<file path="src/rtl/pipelined_cla_addsub.sv">
// Pipelined carry-look-ahead adder/subtractor, one SEG_W segment per stage.
// Optional signed saturation of the result when CLA_SAT_EN is defined.
module pipelined_cla_addsub #(
    parameter int WIDTH = 32,
    parameter int SEG_W = 8
) (
    input  logic             clk,
    input  logic             rst,
    input  logic             in_valid,
    output logic             in_ready,
    input  logic [WIDTH-1:0] a,
    input  logic [WIDTH-1:0] b,
    input  logic             sub,
    output logic             out_valid,
    input  logic             out_ready,
    output logic [WIDTH-1:0] sum,
    output logic             cout,
    output logic             ovf,
    output logic             zero
);
    localparam int NSEG = WIDTH / SEG_W;
    localparam int NGRP = SEG_W / 4;
    localparam int NP   = (NSEG > 1) ? NSEG - 1 : 1;

    // One segment: returns {carry into MSB, carry out, sum bits}.
    function automatic logic [SEG_W+1:0] cla_seg(
        input logic [SEG_W-1:0] x,
        input logic [SEG_W-1:0] y,
        input logic             cin
    );
        logic [SEG_W-1:0] g;
        logic [SEG_W-1:0] p;
        logic [NGRP-1:0]  gg;
        logic [NGRP-1:0]  gp;
        logic [NGRP:0]    gc;
        logic [SEG_W:0]   c;
        logic             pp;
        g = x & y;
        p = x ^ y;
        for (int j = 0; j < NGRP; j++) begin
            gg[j] = g[4*j+3]
                  | (p[4*j+3] & g[4*j+2])
                  | (p[4*j+3] & p[4*j+2] & g[4*j+1])
                  | (p[4*j+3] & p[4*j+2] & p[4*j+1] & g[4*j]);
            gp[j] = &p[4*j +: 4];
        end
        gc[0] = cin;
        for (int j = 0; j < NGRP; j++) begin
            gc[j+1] = gg[j];
            pp = gp[j];
            for (int i = j - 1; i >= 0; i--) begin
                gc[j+1] = gc[j+1] | (pp & gg[i]);
                pp = pp & gp[i];
            end
            gc[j+1] = gc[j+1] | (pp & cin);
        end
        c = '0;
        for (int j = 0; j < NGRP; j++) begin
            c[4*j] = gc[j];
            for (int i = 0; i < 3; i++) begin
                c[4*j+i+1] = g[4*j+i] | (p[4*j+i] & c[4*j+i]);
            end
        end
        c[SEG_W] = gc[NGRP];
        return {c[SEG_W-1], c[SEG_W], p ^ c[SEG_W-1:0]};
    endfunction

    logic             en;
    logic             r_v [NSEG];
    logic [WIDTH-1:0] r_a [NP];
    logic [WIDTH-1:0] r_b [NP];
    logic [WIDTH-1:0] r_s [NP];
    logic             r_c [NP];
    logic [WIDTH-1:0] r_sum;
    logic             r_cout;
    logic             r_ovf;
    logic             r_zero;

    logic [WIDTH-1:0] w_a   [NSEG];
    logic [WIDTH-1:0] w_b   [NSEG];
    logic [WIDTH-1:0] w_s   [NSEG];
    logic             w_c   [NSEG];
    logic [SEG_W+1:0] w_res [NSEG];
    logic [WIDTH-1:0] w_new [NSEG];
    logic [WIDTH-1:0] w_raw;
    logic [WIDTH-1:0] w_fin;
    logic             w_ovf;

    assign en        = !r_v[NSEG-1] || out_ready;
    assign in_ready  = en;
    assign out_valid = r_v[NSEG-1];
    assign sum       = r_sum;
    assign cout      = r_cout;
    assign ovf       = r_ovf;
    assign zero      = r_zero;

    // Per-stage operand sources and segment results; operands are
    // shifted down each stage so the active segment is always at bit 0.
    always_comb begin
        w_a[0] = a;
        w_b[0] = b ^ {WIDTH{sub}};
        w_c[0] = sub;
        w_s[0] = '0;
        for (int k = 1; k < NSEG; k++) begin
            w_a[k] = r_a[k-1];
            w_b[k] = r_b[k-1];
            w_c[k] = r_c[k-1];
            w_s[k] = r_s[k-1];
        end
        for (int k = 0; k < NSEG; k++) begin
            w_res[k] = cla_seg(w_a[k][SEG_W-1:0],
                               w_b[k][SEG_W-1:0],
                               w_c[k]);
            w_new[k] = w_s[k];
            w_new[k][k*SEG_W +: SEG_W] = w_res[k][SEG_W-1:0];
        end
    end

    assign w_raw = w_new[NSEG-1];
    assign w_ovf = w_res[NSEG-1][SEG_W+1] ^ w_res[NSEG-1][SEG_W];

`ifdef CLA_SAT_EN
    logic w_neg;
    // On overflow both operands share a sign, which is the true sign.
    assign w_neg = w_a[NSEG-1][SEG_W-1];

    // Clamp to the signed limit on overflow.
    always_comb begin
        w_fin = w_raw;
        if (w_ovf) begin
            w_fin = w_neg ? {1'b1, {(WIDTH-1){1'b0}}}
                          : {1'b0, {(WIDTH-1){1'b1}}};
        end
    end
`else
    assign w_fin = w_raw;
`endif

    // Pipeline registers; the whole pipe advances together on en.
    always_ff @(posedge clk) begin
        if (rst) begin
            for (int k = 0; k < NSEG; k++) r_v[k] <= 1'b0;
            for (int k = 0; k < NP; k++) begin
                r_a[k] <= '0;
                r_b[k] <= '0;
                r_s[k] <= '0;
                r_c[k] <= 1'b0;
            end
            r_sum  <= '0;
            r_cout <= 1'b0;
            r_ovf  <= 1'b0;
            r_zero <= 1'b0;
        end else if (en) begin
            r_v[0] <= in_valid;
            for (int k = 1; k < NSEG; k++) r_v[k] <= r_v[k-1];
            for (int k = 0; k < NSEG - 1; k++) begin
                r_a[k] <= w_a[k] >> SEG_W;
                r_b[k] <= w_b[k] >> SEG_W;
                r_s[k] <= w_new[k];
                r_c[k] <= w_res[k][SEG_W];
            end
            r_sum  <= w_fin;
            r_cout <= w_res[NSEG-1][SEG_W];
            r_ovf  <= w_ovf;
            r_zero <= ~|w_fin;
        end
    end
endmodule

</file>
<file path="config.mk">
export PLATFORM = sky130hd
export DESIGN_NAME = pipelined_cla_addsub
export DESIGN_NICKNAME = d
export VERILOG_FILES = /design/src/rtl/pipelined_cla_addsub.sv
export SDC_FILE = /design/constraint.sdc
export NUM_CORES = 1
export LEC_CHECK = 0
export ABC_AREA = 1
export CAP_MARGIN = 20
export CORE_AREA = 2 2 132 134
export CTS_BUF_LIST = sky130_fd_sc_hd__clkbuf_4
export DETAILED_ROUTE_END_ITERATION = 16
export DIE_AREA = 0 0 134 136
export PLACE_DENSITY = 0.77
export SLEW_MARGIN = 10
export SYNTH_ARGS = -nofsm -noshare
export SYNTH_HDL_FRONTEND = slang
export SYNTH_SLANG_ARGS = --single-unit
</file>
<file path="constraint.sdc">
create_clock -name clk -period 4.14 [get_ports clk]
set_clock_uncertainty 0.1 [all_clocks]
set_input_delay 0.621 -clock clk [delete_from_list [all_inputs] [get_ports clk]]
set_output_delay 0.621 -clock clk [all_outputs]
set_load 0.01 [all_outputs]
</file>
* Word level (Yosys, flattened, before mapping)
Memories as Yosys holds them, arrays and structs flattened. Cells that the tools add are included.
Cells by class: add/subtract/negate cells 0, multiply operators 0, divide/modulo/power cells 0, magnitude comparators 0, equal/unequal tests 0, shifts and indexed selects 0, mux-type cells 21, bitwise logic cells 170, reductions and logical operators 12
Operators by type and width (number):
- $mux W24 | 6
- $mux W32 | 3
- $and A1 B1 Y1 | 80
- $or A1 B1 Y1 | 76
- $xor A8 B8 Y8 | 8
- $and A8 B8 Y8 | 4
- $reduce_and A4 Y1 | 8
- $reduce_or A32 Y1 | 1
- $xor A32 B32 Y32 | 1
- $mux W1 | 12
- $logic_not A1 Y1 | 2
- $logic_or A1 B1 Y1 | 1
- $xor A1 B1 Y1 | 1
Word-level totals: bits in registers 35, latch bits 0, memory bits (writable) 247, ROM bits 0, bits of input ports 69, output and inout bits 37, memories 5
Memory list:
- r_s | depth 3, width 32, read ports 3, clocked after memory_dff 0, wr ports 3, line 72 | logic [WIDTH-1:0] r_s [NP];
- r_a | depth 3, width 24, read ports 3, clocked after memory_dff 0, wr ports 3, line 70 | logic [WIDTH-1:0] r_a [NP];
- r_b | depth 3, width 24, read ports 3, clocked after memory_dff 0, wr ports 3, line 71 | logic [WIDTH-1:0] r_b [NP];
- r_v | depth 4, width 1, read ports 4, clocked after memory_dff 0, wr ports 4, line 69 | logic r_v [NSEG];
- r_c | depth 3, width 1, read ports 3, clocked after memory_dff 0, wr ports 3, line 73 | logic r_c [NP];

* Longest topological paths before layout
An unclocked memory read counts as a cell.
word-level depth 16, gate-level depth with buffers 14

* Worst setup path before layout
No wires, ideal clock.
path type input to register, start point in out_ready, end point mem r_a[0][0] in the netlist's numbering, enable pin, arrival time 3912 ps, data required time 3536 ps, slack -376 ps, cell stages on the path 5, path through inv_1 nand2_4 nor2_4 buf_4 inv_1
RTL lines:
- start: declaration | line 15 | input logic out_ready,
- end: declaration | line 70

==> impl_metrics.prom <==
# TYPE chip_impl_metric gauge
chip_impl_info{name="run_status",value="finished, final reports clean"} 1
chip_impl_metric{name="grt_pass1_vias",unit=""} 4756
chip_impl_metric{name="clockPowerShare",unit="%"} 27.4
chip_impl_metric{name="postCtsSetupRepairBufs",unit=""} 0
chip_impl_metric{name="final_number_of_setup_violating_endpoints",unit=""} 0
chip_impl_metric{name="synthDistinctLibCells",unit=""} 26
chip_impl_metric{name="wire_length_of_the_first_global_routing_pass",unit="um"} 21400
chip_impl_metric{name="finalCritPeriodShare",unit="%"} 77.2
chip_impl_metric{name="seq_power_share",unit="%"} 59.8
chip_impl_metric{name="accumulated_negative_setup_slack",unit="ps"} 0
chip_impl_info{name="hold_class",value="register to register"} 1
chip_impl_metric{name="pin_count",unit=""} 106
chip_impl_metric{name="power.ir.vdd_worst",unit="mV"} 0.176
chip_impl_metric{name="fin_nets",unit=""} 988
chip_impl_metric{name="switching_share",unit="%"} 25.3
chip_impl_metric{name="grt_usage",unit="%"} 14.9
chip_impl_metric{name="setup_slack_placement",unit="ps"} 323
chip_impl_metric{name="initial_cell_density_of_the_core",unit="%"} 50.8
chip_impl_info{name="worstHoldStart",value="sum[29]$_SDFFE_PP0N_"} 1
chip_impl_info{name="tritoncts",value="built"} 1
chip_impl_metric{name="timing.slew.headroom",unit="%"} 35.1
chip_impl_metric{name="drv_cap",unit=""} 0
chip_impl_metric{name="core-area",unit="um2"} 16900
chip_impl_metric{name="detail_route.vias_per_cell",unit=""} 4.52
chip_impl_info{name="rsz_0062_raised_after_global_routing",value="false"} 1
chip_impl_metric{name="first_pass_iters",unit=""} 4
chip_impl_metric{name="synthToLayoutAreaGrowth",unit="%"} 17.4
chip_impl_metric{name="cts_sinks",unit=""} 186
chip_impl_metric{name="post_synth_inst_count",unit=""} 761
chip_impl_metric{name="floorplan.die_area",unit="um2"} 18200
chip_impl_metric{name="register_area",unit="um2"} 5240
chip_impl_metric{name="yosys_warnings",unit=""} 0
chip_impl_metric{name="globalRouteMet2Util",unit="%"} 24.9
chip_impl_metric{name="worst_hold_slack",unit="ps"} 363
chip_impl_metric{name="placed_area",unit="um2"} 9750
chip_impl_metric{name="synthesis.area_per_instance",unit="um2"} 11.3
chip_impl_info{name="timing.setup.critical_path_class",value="input pin to register"} 1
chip_impl_metric{name="wire_per_inst",unit="um"} 11.4
chip_impl_metric{name="finalHoldViolations",unit=""} 0
chip_impl_metric{name="met3_usage",unit="%"} 3.36
chip_impl_metric{name="rr_worst_depth",unit=""} 13
chip_impl_metric{name="r2r_setup_slack",unit="ps"} 1080
chip_impl_metric{name="cp_max_fo",unit=""} 3
chip_impl_metric{name="vias",unit=""} 4989
chip_impl_metric{name="netSwitchingPower",unit="mW"} 0.947
chip_impl_metric{name="clock_path_buffers",unit=""} 2
chip_impl_metric{name="number_of_clock_buffers_inserted_by_tritoncts",unit=""} 17
chip_impl_metric{name="drtIter0Drc",unit=""} 263
chip_impl_metric{name="pin_count_of_the_biggest_net_entering_global_routing",unit=""} 80
chip_impl_info{name="rr_startpoint",value="r_a[0][51]$_SDFFCE_PN0P_"} 1
chip_impl_info{name="critPathLaunchType",value="input pin"} 1
chip_impl_metric{name="whs_path_depth",unit=""} 2
chip_impl_metric{name="worst_setup_hold_path_clk_slew",unit="ps"} 160
chip_impl_metric{name="ys_ff_latch",unit=""} 186
chip_impl_metric{name="drt_drc_violations_left",unit=""} 0
chip_impl_metric{name="chipHeight",unit="um"} 136
chip_impl_metric{name="power_per_cell_area",unit="nW/um2"} 372
chip_impl_metric{name="combinationalPowerShare",unit="%"} 12.8
chip_impl_metric{name="multi_input_comb_area",unit="um2"} 2520
chip_impl_metric{name="grt_util_met1",unit="%"} 19.1
chip_impl_metric{name="arrival",unit="ps"} 3400
chip_impl_metric{name="final_cell_area",unit="um2"} 10100
chip_impl_metric{name="cts_hold_buf",unit=""} 0
chip_impl_metric{name="grt_antenna_before_repair",unit=""} 1
chip_impl_metric{name="fp.dieW",unit="um"} 134
chip_impl_info{name="final_cell_mix",value="nor2_1 (162), inv_1 (158), edfxtp_1 (151)"} 1
chip_impl_metric{name="fmaxAchievable",unit="MHz"} 313
chip_impl_info{name="reg2reg_to",value="zero$_SDFFE_PP0N_"} 1
chip_impl_metric{name="post_route_wl",unit="um"} 12600
chip_impl_metric{name="cts_repair_resize_count",unit=""} 0
chip_impl_metric{name="maxSlewViolCount",unit=""} 0
chip_impl_metric{name="post_route_cells_drive_above_1_share",unit="%"} 5.13
chip_impl_metric{name="cts-htree-levels",unit=""} 4
chip_impl_metric{name="numPortBuffers",unit=""} 105
chip_impl_metric{name="synth.cell_area",unit="um2"} 8570
chip_impl_metric{name="synth.yosys.seq_area_share",unit="%"} 61.1
chip_impl_metric{name="max_slew.worst_pin.slew",unit="ps"} 974
chip_impl_metric{name="power.leakage",unit="nW"} 4.33
chip_impl_metric{name="post_route_worst_setup_slack",unit="ps"} 943
chip_impl_info{name="cts_root_buf",value="clkbuf_4"} 1
chip_impl_metric{name="cp.required",unit="ps"} 4340
chip_impl_metric{name="clock_latency",unit="ps"} 550
chip_impl_metric{name="global_route.overflow_total",unit=""} 0
chip_impl_metric{name="drtAntennaViolNets",unit=""} 0
chip_impl_info{name="commonest_non_fill_non_tap_cell_in_the_layout",value="nor2_1"} 1
chip_impl_info{name="grt_most_used_layer",value="met2"} 1
chip_impl_metric{name="n_fill_cell",unit=""} 1371
chip_impl_metric{name="rows",unit=""} 48
chip_impl_info{name="element_type_at_the_critical_path_end",value="register"} 1
chip_impl_metric{name="synthesis.nets",unit=""} 885
chip_impl_info{name="min_delay_worst_endpoint",value="sum[29]$_SDFFE_PP0N_"} 1
chip_impl_metric{name="hpwlAfterDp",unit="um"} 8760
chip_impl_metric{name="routabilityCongestion",unit=""} 0.754
chip_impl_metric{name="power_report.internal_total",unit="mW"} 2.80
chip_impl_metric{name="timing.final.crit_period",unit="ps"} 3200
[power by group through the flow]
stage	Clock, mW	Sequential (mW)	Combinational, mW
3_5_place_dp	0	2.29	0.485
4_1_cts	1.06	2.24	0.488
3_3_place_gp	0	2.28	0.472
5_1_grt	1.13	2.26	0.549
2_1_floorplan	0	2.28	0.310
6_report	1.03	2.24	0.479
[synth_stat cells]
master | instances | area share, %
xor2_1 | 6 | 0.61
inv_1 | 159 | 7.0
edfxtp_1 | 151 | 53
mux2i_1 | 1 | 0.12
nand2_1 | 49 | 2.1
ha_1 | 32 | 4.7
nor3_2 | 1 | 0.12
o21ai_1 | 1 | 0.058
fa_1 | 23 | 5.4
nor2_4 | 1 | 0.13
nand2_4 | 2 | 0.26
nand3_1 | 15 | 0.88
buf_6 | 8 | 1.1
a22o_1 | 17 | 1.7
dfxtp_1 | 35 | 8.2
nor2_1 | 162 | 7.1
xnor2_1 | 34 | 3.5
inv_2 | 1 | 0.044
a21oi_1 | 12 | 0.70
buf_2 | 9 | 0.53
o21ai_0 | 14 | 0.82
nand4_1 | 12 | 0.88
clkbuf_1 | 1 | 0.044
nor3_1 | 3 | 0.18
and3_1 | 3 | 0.22
buf_4 | 9 | 0.79
[logic make-up after synthesis]
group	share of synthesized area, %
buffers and inverters	9.42
XOR/XNOR	4.09
AND/OR/NAND/NOR	11.9
flip-flops	61.1
multiplexers	0.117
adder cells (fa/ha/maj)	10.0
AO/OA/AOI/OAI	3.32
[how the worst max path moves through the flow]
stage                             startpoint                       to  slack (ps)  cells after the start
finish                                  b[3]  r_s[0][7]$_SDFFCE_PN0P_         940                     13
CTS                                     b[3]  r_s[0][7]$_SDFFCE_PN0P_         960                     13
global route        r_a[0][51]$_SDFFCE_PN0P_        zero$_SDFFE_PP0N_         760                     13
floorplan                          out_ready  r_a[0][0]$_SDFFCE_PN0P_         290                      5
detailed placement                      b[3]  r_s[0][7]$_SDFFCE_PN0P_         320                     13
global placement                        b[3]  r_s[0][7]$_SDFFCE_PN0P_         460                     13
[routing by layer]
layer,wire [um],up-vias
met4,161,0
met3,457,13
met1,5930,2263
met2,6070,90
li1,-,2623
met5,0,-
[through the flow]
stage,power (mW),util (%),std cells
after floorplan,2.59,-,761
after global placement,2.75,57.8,1070
after detailed placement,2.77,57.8,1070
after CTS,3.79,59.6,1102
after global routing,3.94,59.6,1103
final,3.75,59.6,1103
[flip-flops by register name, summed over array words and instances, names as in the netlist]
signal / cells
cout: 1
ovf: 1
r_a: 48
r_b: 48
r_c: 3
r_s: 48
r_v: 4
sum: 32
zero: 1
[area by class of cell]
| class | instances | share of cell area [%] |
|---|---|---|
| clock buffer | 17 | 1.27 |
| clock inverter | 15 | 1.77 |
| inverter | 160 | 6.01 |
| antenna | 1 | 0.0249 |
| timing repair buffer | 111 | 11.0 |
| multi-input combinational | 388 | 25.1 |
| sequential | 186 | 52.1 |
| tap | 225 | 2.80 |
[worst max-delay path, stage by stage]
cell	delay, ps
clkdlybuf4s50_1	410
xor2_1	150
ha_1	330
nand2_1	70
inv_1	80
nand4_1	80
nand3_1	110
inv_1	60
fa_1	410
fa_1	430
fa_1	430
xor2_1	150
nor2_1	50
Note: power is estimated with default switching activity, not from simulation.
